==> src/rtl/seq_pattern_gen.sv <==
// Serial test-pattern transmitter: shifts a latched pattern out MSB-first, holding each bit
// stable before raising a step strobe, with auto-timed or manual-step pacing.
module seq_pattern_gen #(
  parameter int unsigned PAT_WIDTH   = 8,
  parameter int unsigned HALF_CYCLES = 4,
  parameter int unsigned LEN_WIDTH   = 4
) (
  input  logic                 clk,
  input  logic                 reset,
  input  logic                 i_start,
  input  logic                 i_abort,
  input  logic                 i_manual,
  input  logic                 i_step,
  input  logic [PAT_WIDTH-1:0] i_pattern,
  input  logic [LEN_WIDTH-1:0] i_len,
  output logic                 o_bit_out,
  output logic                 o_next_out,
  output logic                 o_busy,
  output logic                 o_done,
  output logic [LEN_WIDTH-1:0] o_bit_index,
  output logic [2:0]           o_state_display
);

  localparam int unsigned TW = (HALF_CYCLES > 1) ? $clog2(HALF_CYCLES) : 1;
  localparam logic [TW-1:0] TLoad = TW'(HALF_CYCLES - 1);
  localparam logic [LEN_WIDTH-1:0] PatW = LEN_WIDTH'(PAT_WIDTH);

  typedef enum logic [2:0] {
    StIdle   = 3'd0,
    StSetup  = 3'd1,
    StStrobe = 3'd2,
    StDone   = 3'd3
  } state_e;

  state_e                 r_state, w_state_d;
  logic [TW-1:0]          r_timer, w_timer_d;
  logic [LEN_WIDTH-1:0]   r_bit_index, w_bit_index_d;
  logic [PAT_WIDTH-1:0]   r_pat, w_pat_d;
  logic                   r_manual, w_manual_d;
  logic                   r_step_last;
  logic                   r_bit_out, w_bit_out_d;
  logic                   r_next_out, w_next_out_d;
  logic                   r_busy, w_busy_d;
  logic                   r_done, w_done_d;

  logic                   w_step_rise;
  logic [LEN_WIDTH-1:0]   w_idx_load;

  assign w_step_rise = i_step & ~r_step_last;

  // Clamp len to 1..PAT_WIDTH and convert to the MSB index of the active window.
  assign w_idx_load = (i_len == '0)  ? '0 :
                      (i_len > PatW) ? PatW - 1'b1 :
                                       i_len - 1'b1;

  always_ff @(posedge clk) begin
    if (reset) begin
      r_state     <= StIdle;
      r_timer     <= '0;
      r_bit_index <= '0;
      r_pat       <= '0;
      r_manual    <= 1'b0;
      r_step_last <= 1'b0;
      r_bit_out   <= 1'b0;
      r_next_out  <= 1'b0;
      r_busy      <= 1'b0;
      r_done      <= 1'b0;
    end else begin
      r_state     <= w_state_d;
      r_timer     <= w_timer_d;
      r_bit_index <= w_bit_index_d;
      r_pat       <= w_pat_d;
      r_manual    <= w_manual_d;
      r_step_last <= i_step;
      r_bit_out   <= w_bit_out_d;
      r_next_out  <= w_next_out_d;
      r_busy      <= w_busy_d;
      r_done      <= w_done_d;
    end
  end

  always_comb begin
    w_state_d     = r_state;
    w_timer_d     = r_timer;
    w_bit_index_d = r_bit_index;
    w_pat_d       = r_pat;
    w_manual_d    = r_manual;
    case (r_state)
      StIdle: begin
        if (i_start && !i_abort) begin
          w_state_d     = StSetup;
          w_pat_d       = i_pattern;
          w_manual_d    = i_manual;
          w_bit_index_d = w_idx_load;
          w_timer_d     = TLoad;
        end
      end
      StSetup: begin
        if (i_abort) begin
          w_state_d = StIdle;
        end else if (r_manual) begin
          if (w_step_rise) begin
            w_state_d = StStrobe;
            w_timer_d = TLoad;
          end
        end else if (r_timer == '0) begin
          w_state_d = StStrobe;
          w_timer_d = TLoad;
        end else begin
          w_timer_d = r_timer - 1'b1;
        end
      end
      StStrobe: begin
        if (i_abort) begin
          w_state_d = StIdle;
        end else if (r_timer == '0) begin
          if (r_bit_index == '0) begin
            w_state_d = StDone;
          end else begin
            w_state_d     = StSetup;
            w_bit_index_d = r_bit_index - 1'b1;
            w_timer_d     = TLoad;
          end
        end else begin
          w_timer_d = r_timer - 1'b1;
        end
      end
      StDone:  w_state_d = StIdle;
      default: w_state_d = StIdle;
    endcase
  end

  // Outputs are decoded from the next state so they line up with the registered state.
  always_comb begin
    w_busy_d     = (w_state_d == StSetup) || (w_state_d == StStrobe);
    w_next_out_d = (w_state_d == StStrobe);
    w_done_d     = (w_state_d == StDone);
    w_bit_out_d  = r_bit_out;
    if (w_state_d == StSetup) begin
      w_bit_out_d = |(w_pat_d & (PAT_WIDTH'(1) << w_bit_index_d));
    end
  end

  assign o_bit_out       = r_bit_out;
  assign o_next_out      = r_next_out;
  assign o_busy          = r_busy;
  assign o_done          = r_done;
  assign o_bit_index     = r_bit_index;
  assign o_state_display = r_state;

endmodule

==> config.mk <==
export PLATFORM = sky130hd
export DESIGN_NAME = seq_pattern_gen
export DESIGN_NICKNAME = d
export VERILOG_FILES = /design/src/rtl/seq_pattern_gen.sv
export SDC_FILE = /design/constraint.sdc
export NUM_CORES = 1
export LEC_CHECK = 0
export ABC_CLOCK_PERIOD_IN_PS = 3450
export BUFFER_PORTS_ARGS = -buffer_cell sky130_fd_sc_hd__clkbuf_2
export CAP_MARGIN = 30
export CORE_ASPECT_RATIO = 1.25
export CORE_UTILIZATION = 45
export CTS_CLUSTER_DIAMETER = 60
export DETAILED_ROUTE_END_ITERATION = 6
export PLACE_DENSITY = 0.68
export SLEW_MARGIN = 20
export SYNTH_ARGS = -nofsm -noshare
export SYNTH_HDL_FRONTEND = slang
export SYNTH_SLANG_ARGS = --single-unit
==> constraint.sdc <==
create_clock -name clk -period 3.45 [get_ports clk]
set_clock_uncertainty 0.1 [all_clocks]
set_input_delay 1.035 -clock clk [delete_from_list [all_inputs] [get_ports clk]]
set_output_delay 1.035 -clock clk [all_outputs]
set_load 0.03 [all_outputs]
== After elaboration in Yosys (flattened, before gate mapping) ==
Index checks and enable logic that the tools add are counted.

* Bits in registers: 23
* Output and inout port bits: 11
* Word-level logic and storage cells: 66

* Add/sub/neg operators: 3
* $lt $le $gt $ge: 1
* Eq/ne operators: 10
* Shift operators: 1
* Mux-type cells: 27
* Bitwise logic cells: 3
* Reduce and logical (&&, ||, !) cells: 11

{| class="wikitable"
|+ Operators with widths
! operator !! count
|-
| 4-bit two-way mux || 6
|-
| 3-bit two-way mux || 7
|-
| 2-bit two-way mux || 9
|-
| 8-bit two-way mux || 2
|-
| 3-bit by 2-bit equality test with 1-bit output, second input constant || 3
|-
| 3-bit case mux with 3 select lines || 1
|-
| 8-bit bitwise AND || 1
|-
| 4-bit logical NOT || 2
|-
| 4-bit case mux with 2 select lines || 1
|-
| 8-bit OR reduction || 1
|-
| 1-bit by 4-bit << shifter with 8-bit output, first input constant || 1
|-
| 4-bit by 1-bit subtractor with 4-bit output, second input constant || 2
|-
| 3-bit by 1-bit equality test with 1-bit output, second input constant || 2
|-
| 2-bit != test, second input constant || 3
|-
| 3-bit != test, second input constant || 2
|-
| 2-bit case mux with 3 select lines || 1
|-
| 6-bit AND reduction || 1
|-
| 4-bit > comparator, second input constant || 1
|-
| 3-bit logical NOT || 1
|-
| 3-bit nonzero test || 1
|-
| 2-bit logical NOT || 1
|-
| 2-bit AND reduction || 1
|-
| 2-bit by 1-bit subtractor with 2-bit output, second input constant || 1
|-
| 1-bit bitwise AND || 1
|-
| 4 further kinds || 4
|}

== Depth between registers and ports, before layout ==
Gate-level depths: netlist (run 1).

* Depth in word-level cells: 8
* Mapped depth: 10
* Gate-level depth less buffers: 9

== Worst setup path after synthesis (run 1) ==
No wires, ideal clock.

* Path type: input-to-reg
* Start: input i_len[0]
* End: register r_bit_out, in the netlist o_bit_out
* Setup time: 87 ps
* Arrival time: 2898 ps
* Data required time: 3263 ps
* Path slack: 365 ps
* Stages on the path: 9
* Buffers on the path: 0
* Cells stage by stage: inv_1 ha_1 nand2b_1 maj3_1 a21o_1 or2_2 a2111oi_0 nor4_1 o31ai_1

* Word-level cells in the longest chain between the ends: 8

{| class="wikitable"
|+ RTL lines
! what !! RTL line !! text
|-
| start, declared || 15 || <nowiki>input logic [LEN_WIDTH-1:0] i_len,</nowiki>
|-
| 4-bit by 1-bit subtractor with 4-bit output / 4-bit > comparator (equally long branches) || 54, 53 ||
|-
| 4-bit two-way mux || 53 || <nowiki>(i_len > PatW) ? PatW - 1'b1 :</nowiki>
|-
| 4-bit two-way mux * || 52 || <nowiki>assign w_idx_load = (i_len == '0) ? '0 :</nowiki>
|-
| 4-bit two-way mux * || 90 || <nowiki>if (i_start && !i_abort) begin</nowiki>
|-
| 4-bit case mux with 2 select lines * || 88 || <nowiki>case (r_state)</nowiki>
|-
| 1-bit by 4-bit << shifter with 8-bit output * || 140 || <nowiki>w_bit_out_d = |(w_pat_d & (PAT_WIDTH'(1) << w_bit_index_d));</nowiki>
|-
| 8-bit bitwise AND * || 140 ||
|-
| 8-bit OR reduction * || 140 ||
|-
| end signal, assigned || 75 || <nowiki>r_bit_out <= w_bit_out_d;</nowiki>
|-
| end, declared || 41 || <nowiki>logic r_bit_out, w_bit_out_d;</nowiki>
|}

Mark *: on every way between the ends. The rest lies on a longest branch, timed or not.
A chain may end at the register's enable or synchronous reset.

== Worst setup path in the final report (run 1) ==
Same ends and word-level chain as after synthesis.

==> results.py, run 1 <==
metrics = {
    "run_status": {
        "status": "finished, final reports clean",
    },
    "power": {
        "p_sw_uw": 140,
        "total_power_uw": 493,
        "p_int_uw": 353,
        "p_per_area_nw_per_um2": 339,
        "swShare_pct": 28.4,
        "comb_power_share_pct": 17.2,
        "clkPwrFrac_pct": 25.9,
        "ir_drop_uv": 300,
        "leakage_nw": 0.635,
        "p_seq_share_pct": 56.9,
    },
    "drt": {
        "wl_mm": 2.82,
        "firstDrtPassIters": 4,
        "wl_per_cell_um": 13.5,
        "m1WireLength_mm": 1.18,
        "drt-initial-drc-count": 23,
        "ant_nets": 0,
        "vias": 1182,
        "wl_met2_mm": 1.55,
        "routed.top_layer": "met4",
        "wl_met3_um": 75,
        "drcViolationCount": 0,
        "vias_per_cell": 5.66,
    },
    "yosys": {
        "synthFlopType": "dfxtp_1",
        "yosysWarnings": 0,
        "seq_area_frac_synth_pct": 36.1,
        "synth_cells": 148,
        "synth-async-reset-ratio_pct": 0,
        "syn_area_um2": 1280,
        "ys_types": 46,
        "ys_ff_latch": 23,
        "synthesis.nets": 169,
        "avgSynthCellArea_um2": 8.62,
        "synth-edff-count": 0,
    },
    "global_routing": {
        "grt_pass1_vias": 1027,
        "grt_max_degree": 20,
        "antenna_found_initial": 0,
        "overflow": 0,
        "grt_util_all_layers_pct": 19.7,
        "grt_pass1_wl_mm": 4.47,
    },
    "floorplanning": {
        "io_pins": 29,
        "core_area_um2": 2680,
        "die_area_um2": 3050,
        "die_w_um": 49.6,
        "initial_core_util_pct": 47.6,
        "die_h_um": 61.5,
        "num_rows": 21,
    },
    "critical_path": {
        "path_buf_inv": 2,
        "endpoint": "o_bit_out",
        "worstSetupStartpoint": "i_len[0]",
        "cp-start-kind": "input port",
        "crit_slowest_cell": "a2111oi_0",
        "path_cells": "clkbuf_2 > inv_1 > ha_1 > nand2b_1 > maj3_1 > a21o_1 > or2_2 > a2111oi_0 > nor4_1 > o31ai_1",
        "path_class": "in2reg",
        "r2r_slack_ns": 0.77,
        "reg2reg_from": "o_bit_index[0]",
        "r2r-end": "o_bit_out",
        "crit_required_ns": 3.59,
        "cp.depth": 10,
        "cp_max_fo": 5,
        "rr_worst_depth": 9,
        "critPathTopFamily": "compound AO/OA/AOI/OAI gates",
        "critPathMaxStageDelay_ns": 0.50,
        "endpoint_kind": "flip-flop",
        "crit_arrival_ns": 3.30,
    },
    "job": {
        "maxCapViolCount": 0,
    },
    "final_layout": {
        "multi_input_area_um2": 723,
        "n_antenna_cell": 0,
        "syn_to_final_growth_pct": 13.9,
        "fillCellCount": 263,
        "final_common_cell": "clkbuf_2",
        "layout_common_cells": "clkbuf_2, dfxtp_1, inv_1, nor2_1, nor2b_1",
        "final_area_um2": 1450,
        "drive_gt1_share_pct": 24.0,
        "seq_area_um2": 460,
        "final_nets": 197,
        "final_core_util_pct": 54.2,
    },
    "timing": {
        "timing.final.ws_setup_ns": 0.293,
        "max_freq_ghz": 0.317,
        "slew_headroom_pct": 62.4,
        "drv_slew": 0,
        "fin_crit_sh_pct": 91.5,
        "setup_viol": 0,
        "grt_setup_unrepaired": "false",
        "finalHoldViolCount": 0,
        "holdWs_ns": 0.378,
        "post-route-min-period_ns": 3.16,
        "worst_pin_slew_ns": 0.557,
    },
    "cts": {
        "clk_path_buf_depth": 2,
        "cts_sinks": 23,
        "ctsResizeCount": 0,
        "root_buffer": "clkbuf_4",
        "h-tree-depth": 1,
        "cts_hold_buffers": 0,
        "clkLatencyLatePin_ns": 0.32,
        "path_clk_slew_ns": 0.14,
        "cts_buffers": 3,
        "post-cts-setup-buffer-count": 0,
        "tritoncts": "yes",
    },
    "place": {
        "portBuffers": 28,
        "pre_cts_slack_ns": -0.000228,
        "hpwl_mm": 2.14,
        "placed_area_um2": 1430,
        "place.gp.congestion": 0.807,
    },
    "min_path": {
        "min_path_type": "reg2reg",
    },
}
metrics by stage:
step	TNS (ns)	cells
final	0	209
after global routing	0	209
after CTS	0	209
after detailed placement	-0.000228	205
after global placement	0	205
after floorplan	0	148
cells in the mapped netlist (all sizes together) (2+ instances only):
cell,count,area [um^2]
a2111oi,4,41.3
a211oi,3,22.5
a21oi,5,25.0
and2b,2,16.3
buf,3,31.3
clkbuf,4,16.3
dfxtp,23,460
ha,3,37.5
inv,12,45.0
maj3,2,20.0
mux2,4,45.0
mux2i,5,50.1
nand2,8,30.0
nand2b,5,31.3
nand3,4,20.0
nand4,2,12.5
nor2,12,45.0
nor2b,11,68.8
nor3,5,25.0
nor4,4,25.0
o211ai,2,15.0
o21ai,4,20.0
o31ai,3,22.5
or4,3,26.3
metal layers:
layer	global-route usage [%]	vias to the layer above
met4	10.2	0
met3	2.96	2
met2	35.1	19
met1	23.2	577
met5	0	-
li1	-	584
area by class of cell:
type,count,area share [%]
Multi-Input combinational cell,106,49.7
Sequential cell,23,31.7
Timing Repair Buffer,30,10.7
Inverter,12,3.10
Tap cell,34,2.93
Clock buffer,3,1.55
Clock inverter,1,0.344
kinds of logic (layout without fill, tap and decap cells):
family                   count (synthesis)  in the layout  share of synthesized area (%)
flip-flops                              23             23                           36.1
adder cells (fa/ha/maj)                  5              5                           4.51
AO/OA/AOI/OAI                           31             31                           18.2
AND/OR/NAND/NOR                         60             60                           26.2
multiplexers                             9              9                           7.45
buffers and inverters                   19             46                           7.25
other                                    1              1                          0.294
worst reg2reg max path, cell delays in order, from the launching register on:
cell and delay [ns]:
dfxtp_1 0.42, inv_1 0.07, ha_1 0.23, nor3b_1 0.17, o21ba_2 0.23, o21a_1 0.21
or2_2 0.33, a2111oi_0 0.50, nor4_1 0.10, o31ai_1 0.24
power by group through the flow:
stage	sequential, mW	clock (mW)	combinational, mW
6_report	0.281	0.128	0.0851
5_1_grt	0.282	0.146	0.0940
4_1_cts	0.281	0.133	0.0849
3_5_place_dp	0.287	0	0.0844
3_3_place_gp	0.286	0	0.0818
2_1_floorplan	0.290	0	0.0559
registers in the layout (all words and copies together) (netlist names):
name,flops
o_bit_index,4
o_bit_out,1
o_busy,1
o_done,1
o_next_out,1
o_state_display,3
r_manual,1
r_pat,8
r_step_last,1
r_timer,2
worst min-delay path by stage:
stage	from	end	slack, ns	cells past startpoint
after floorplan	r_timer[1]	r_timer[1]	0.34	2
after global placement	r_timer[1]	r_timer[1]	0.36	2
after detailed placement	r_timer[1]	r_timer[1]	0.36	2
after CTS	r_timer[1]	r_timer[1]	0.38	2
after global routing	r_timer[1]	r_timer[1]	0.42	2
final	r_timer[1]	r_timer[1]	0.38	2
Power figures use the tool's default switching activity.
==> run 2, diff against run 1 <==
--- a/config.mk
+++ b/config.mk
@@ -5,14 +5,14 @@
 export SDC_FILE = /design/constraint.sdc
 export NUM_CORES = 1
 export LEC_CHECK = 0
-export ABC_CLOCK_PERIOD_IN_PS = 3450
+export ABC_CLOCK_PERIOD_IN_PS = 3100
 export BUFFER_PORTS_ARGS = -buffer_cell sky130_fd_sc_hd__clkbuf_2
 export CAP_MARGIN = 30
 export CORE_ASPECT_RATIO = 1.25
 export CORE_UTILIZATION = 45
 export CTS_CLUSTER_DIAMETER = 60
 export DETAILED_ROUTE_END_ITERATION = 6
-export PLACE_DENSITY = 0.68
+export PLACE_DENSITY = 0.77
 export SLEW_MARGIN = 20
 export SYNTH_ARGS = -nofsm -noshare
 export SYNTH_HDL_FRONTEND = slang
==> constraint.sdc (replaced) <==
create_clock -name clk -period 3.1 [get_ports clk]
set_clock_uncertainty 0.1 [all_clocks]
set_input_delay 0.93 -clock clk [delete_from_list [all_inputs] [get_ports clk]]
set_output_delay 0.93 -clock clk [all_outputs]
set_load 0.03 [all_outputs]
==> run 2 against run 1 <==
Net effect: register-to-register slack got worse by 0.39 ns; die area did not move; count of clock-buffer cells in the layout rose by 1; flip-flop and latch count did not move; first-iteration DRC count rose by 17%; non-clock buffer count rose by 6; highest routed layer unchanged; wire length rose by 5.6%; final cell count rose by 2.9%; worst hold slack improved by 0.026 ns; power rose by 12%.
==> results.py, run 2 (synthesized netlist as in run 1, its figures left out) <==
metrics = {
    "global_routing": {
        "antenna_found_initial": 0,
        "grt_util_all_layers_pct": 21.7,
        "overflow": 0,
        "grt_pass1_vias": 1156,
        "grt_max_degree": 20,
        "grt_pass1_wl_mm": 4.96,
    },
    "final_layout": {
        "final_core_util_pct": 56.4,
        "stdcell_count": 215,
        "layout_common_cells": "clkbuf_2, dfxtp_1, inv_1, nor2_1, nor2b_1",
        "syn_to_final_growth_pct": 18.4,
        "final_nets": 203,
        "drive_gt1_share_pct": 26.0,
        "largest_reg_flops": 8,
        "n_antenna_cell": 0,
        "top_register": "r_pat",
        "final_area_um2": 1510,
        "final_common_cell": "clkbuf_2",
    },
    "critical_path": {
        "path_class": "in2reg",
        "cp-start-kind": "input port",
        "rr_worst_depth": 9,
        "endpoint_kind": "flip-flop",
        "cp_max_fo": 5,
        "crit_required_ns": 3.23,
        "crit_arrival_ns": 3.06,
    },
    "min_path": {
        "min_path_type": "reg2reg",
        "min_path_cells": 2,
    },
    "place": {
        "placed_area_um2": 1480,
        "place.gp.congestion": 0.827,
        "placed_cells": 211,
        "portBuffers": 28,
        "pre_cts_slack_ns": -0.131,
        "hpwl_mm": 2.27,
    },
    "floorplanning": {
        "io_pins": 29,
        "die_area_um2": 3050,
        "die_h_um": 61.5,
        "num_rows": 21,
        "core_area_um2": 2680,
        "die_w_um": 49.6,
        "initial_core_util_pct": 47.6,
    },
    "drt": {
        "firstDrtPassIters": 4,
        "ant_nets": 0,
        "drcViolationCount": 0,
        "vias_per_cell": 5.68,
        "vias": 1222,
        "wl_per_cell_um": 13.9,
        "drt-initial-drc-count": 27,
        "wl_mm": 2.98,
    },
    "power": {
        "p_int_uw": 401,
        "p_sw_uw": 153,
        "p_seq_share_pct": 56.4,
        "leakage_nw": 0.669,
        "ir_drop_uv": 265,
        "total_power_uw": 554,
        "swShare_pct": 27.6,
        "clkPwrFrac_pct": 25.0,
        "p_per_area_nw_per_um2": 367,
        "comb_power_share_pct": 18.6,
    },
    "cts": {
        "root_buffer": "clkbuf_4",
        "cts_hold_buffers": 0,
        "path_clk_slew_ns": 0.12,
        "ctsResizeCount": 0,
        "post-cts-setup-buffer-count": 0,
        "clkLatencyLatePin_ns": 0.32,
        "clk_path_buf_depth": 2,
        "tritoncts": "yes",
        "cts_sinks": 23,
        "h-tree-depth": 1,
        "cts_buffers": 3,
    },
    "timing": {
        "worst_pin_slew_ns": 0.649,
        "max_freq_ghz": 0.341,
        "grt_setup_unrepaired": "false",
        "post-route-min-period_ns": 2.93,
        "finalHoldViolCount": 0,
        "setup_viol": 0,
        "drv_slew": 0,
        "fin_crit_sh_pct": 94.5,
        "holdWs_ns": 0.403,
        "timing.final.ws_setup_ns": 0.172,
        "finalSetupTns_ns": 0,
        "slew_headroom_pct": 56.2,
    },
    "run_status": {
        "status": "finished, final reports clean",
    },
    "job": {
        "maxCapViolCount": 0,
    },
}
[run 2: cell count changes in the layout (fill, tap and decap cells not counted)]
cell | previous run | this run
buf_4 | 2 | 7
clkbuf_1 | 0 | 1
clkinv_2 | 1 | 0
a2111oi_0 | 3 | 2
a2111oi_1 | 0 | 1
buf_12 | 0 | 1
[run 2: path summary, 6_finish.rpt]
| kind | startpoint | to | slack (ns) |
|---|---|---|---|
| setup reg to reg | o_bit_index[0] | o_bit_out | 0.38 |
| hold / removal | r_timer[1] | r_timer[1] | 0.40 |
| setup / recovery | i_len[0] | o_bit_out | 0.17 |
| hold reg to reg | r_timer[1] | r_timer[1] | 0.40 |
[run 2: area by class of cell]
class | count | area (um^2)
Inverter | 12 | 45.0
Clock buffer | 4 | 26.3
Fill cell | 264 | 1170
Sequential cell | 23 | 460
Tap cell | 34 | 42.5
Multi-Input combinational cell | 106 | 724
Timing Repair Buffer | 36 | 213
[run 2: power by group through the flow]
stage | clock network, mW | logic, mW | registers, mW
floorplan | 0 | 0.0622 | 0.323
global placement | 0 | 0.0972 | 0.318
detailed placement | 0 | 0.101 | 0.319
CTS | 0.144 | 0.102 | 0.312
global route | 0.154 | 0.114 | 0.314
finish | 0.138 | 0.103 | 0.312
[run 2: per-layer routing]
metal,global-route usage [%],share of wire [%]
met1,23.5,42
met2,39.8,51
met3,2.96,2.9
met4,14.7,3.6
met5,0,0
[run 2: critical path, cell delays in order]
cell and delay (ns):
clkbuf_2 0.10, inv_1 0.08, ha_1 0.16, nand2b_1 0.08, maj3_1 0.36, a21o_1 0.19, or2_2 0.34, a2111oi_0 0.45
nor4_1 0.11, o31ai_1 0.26
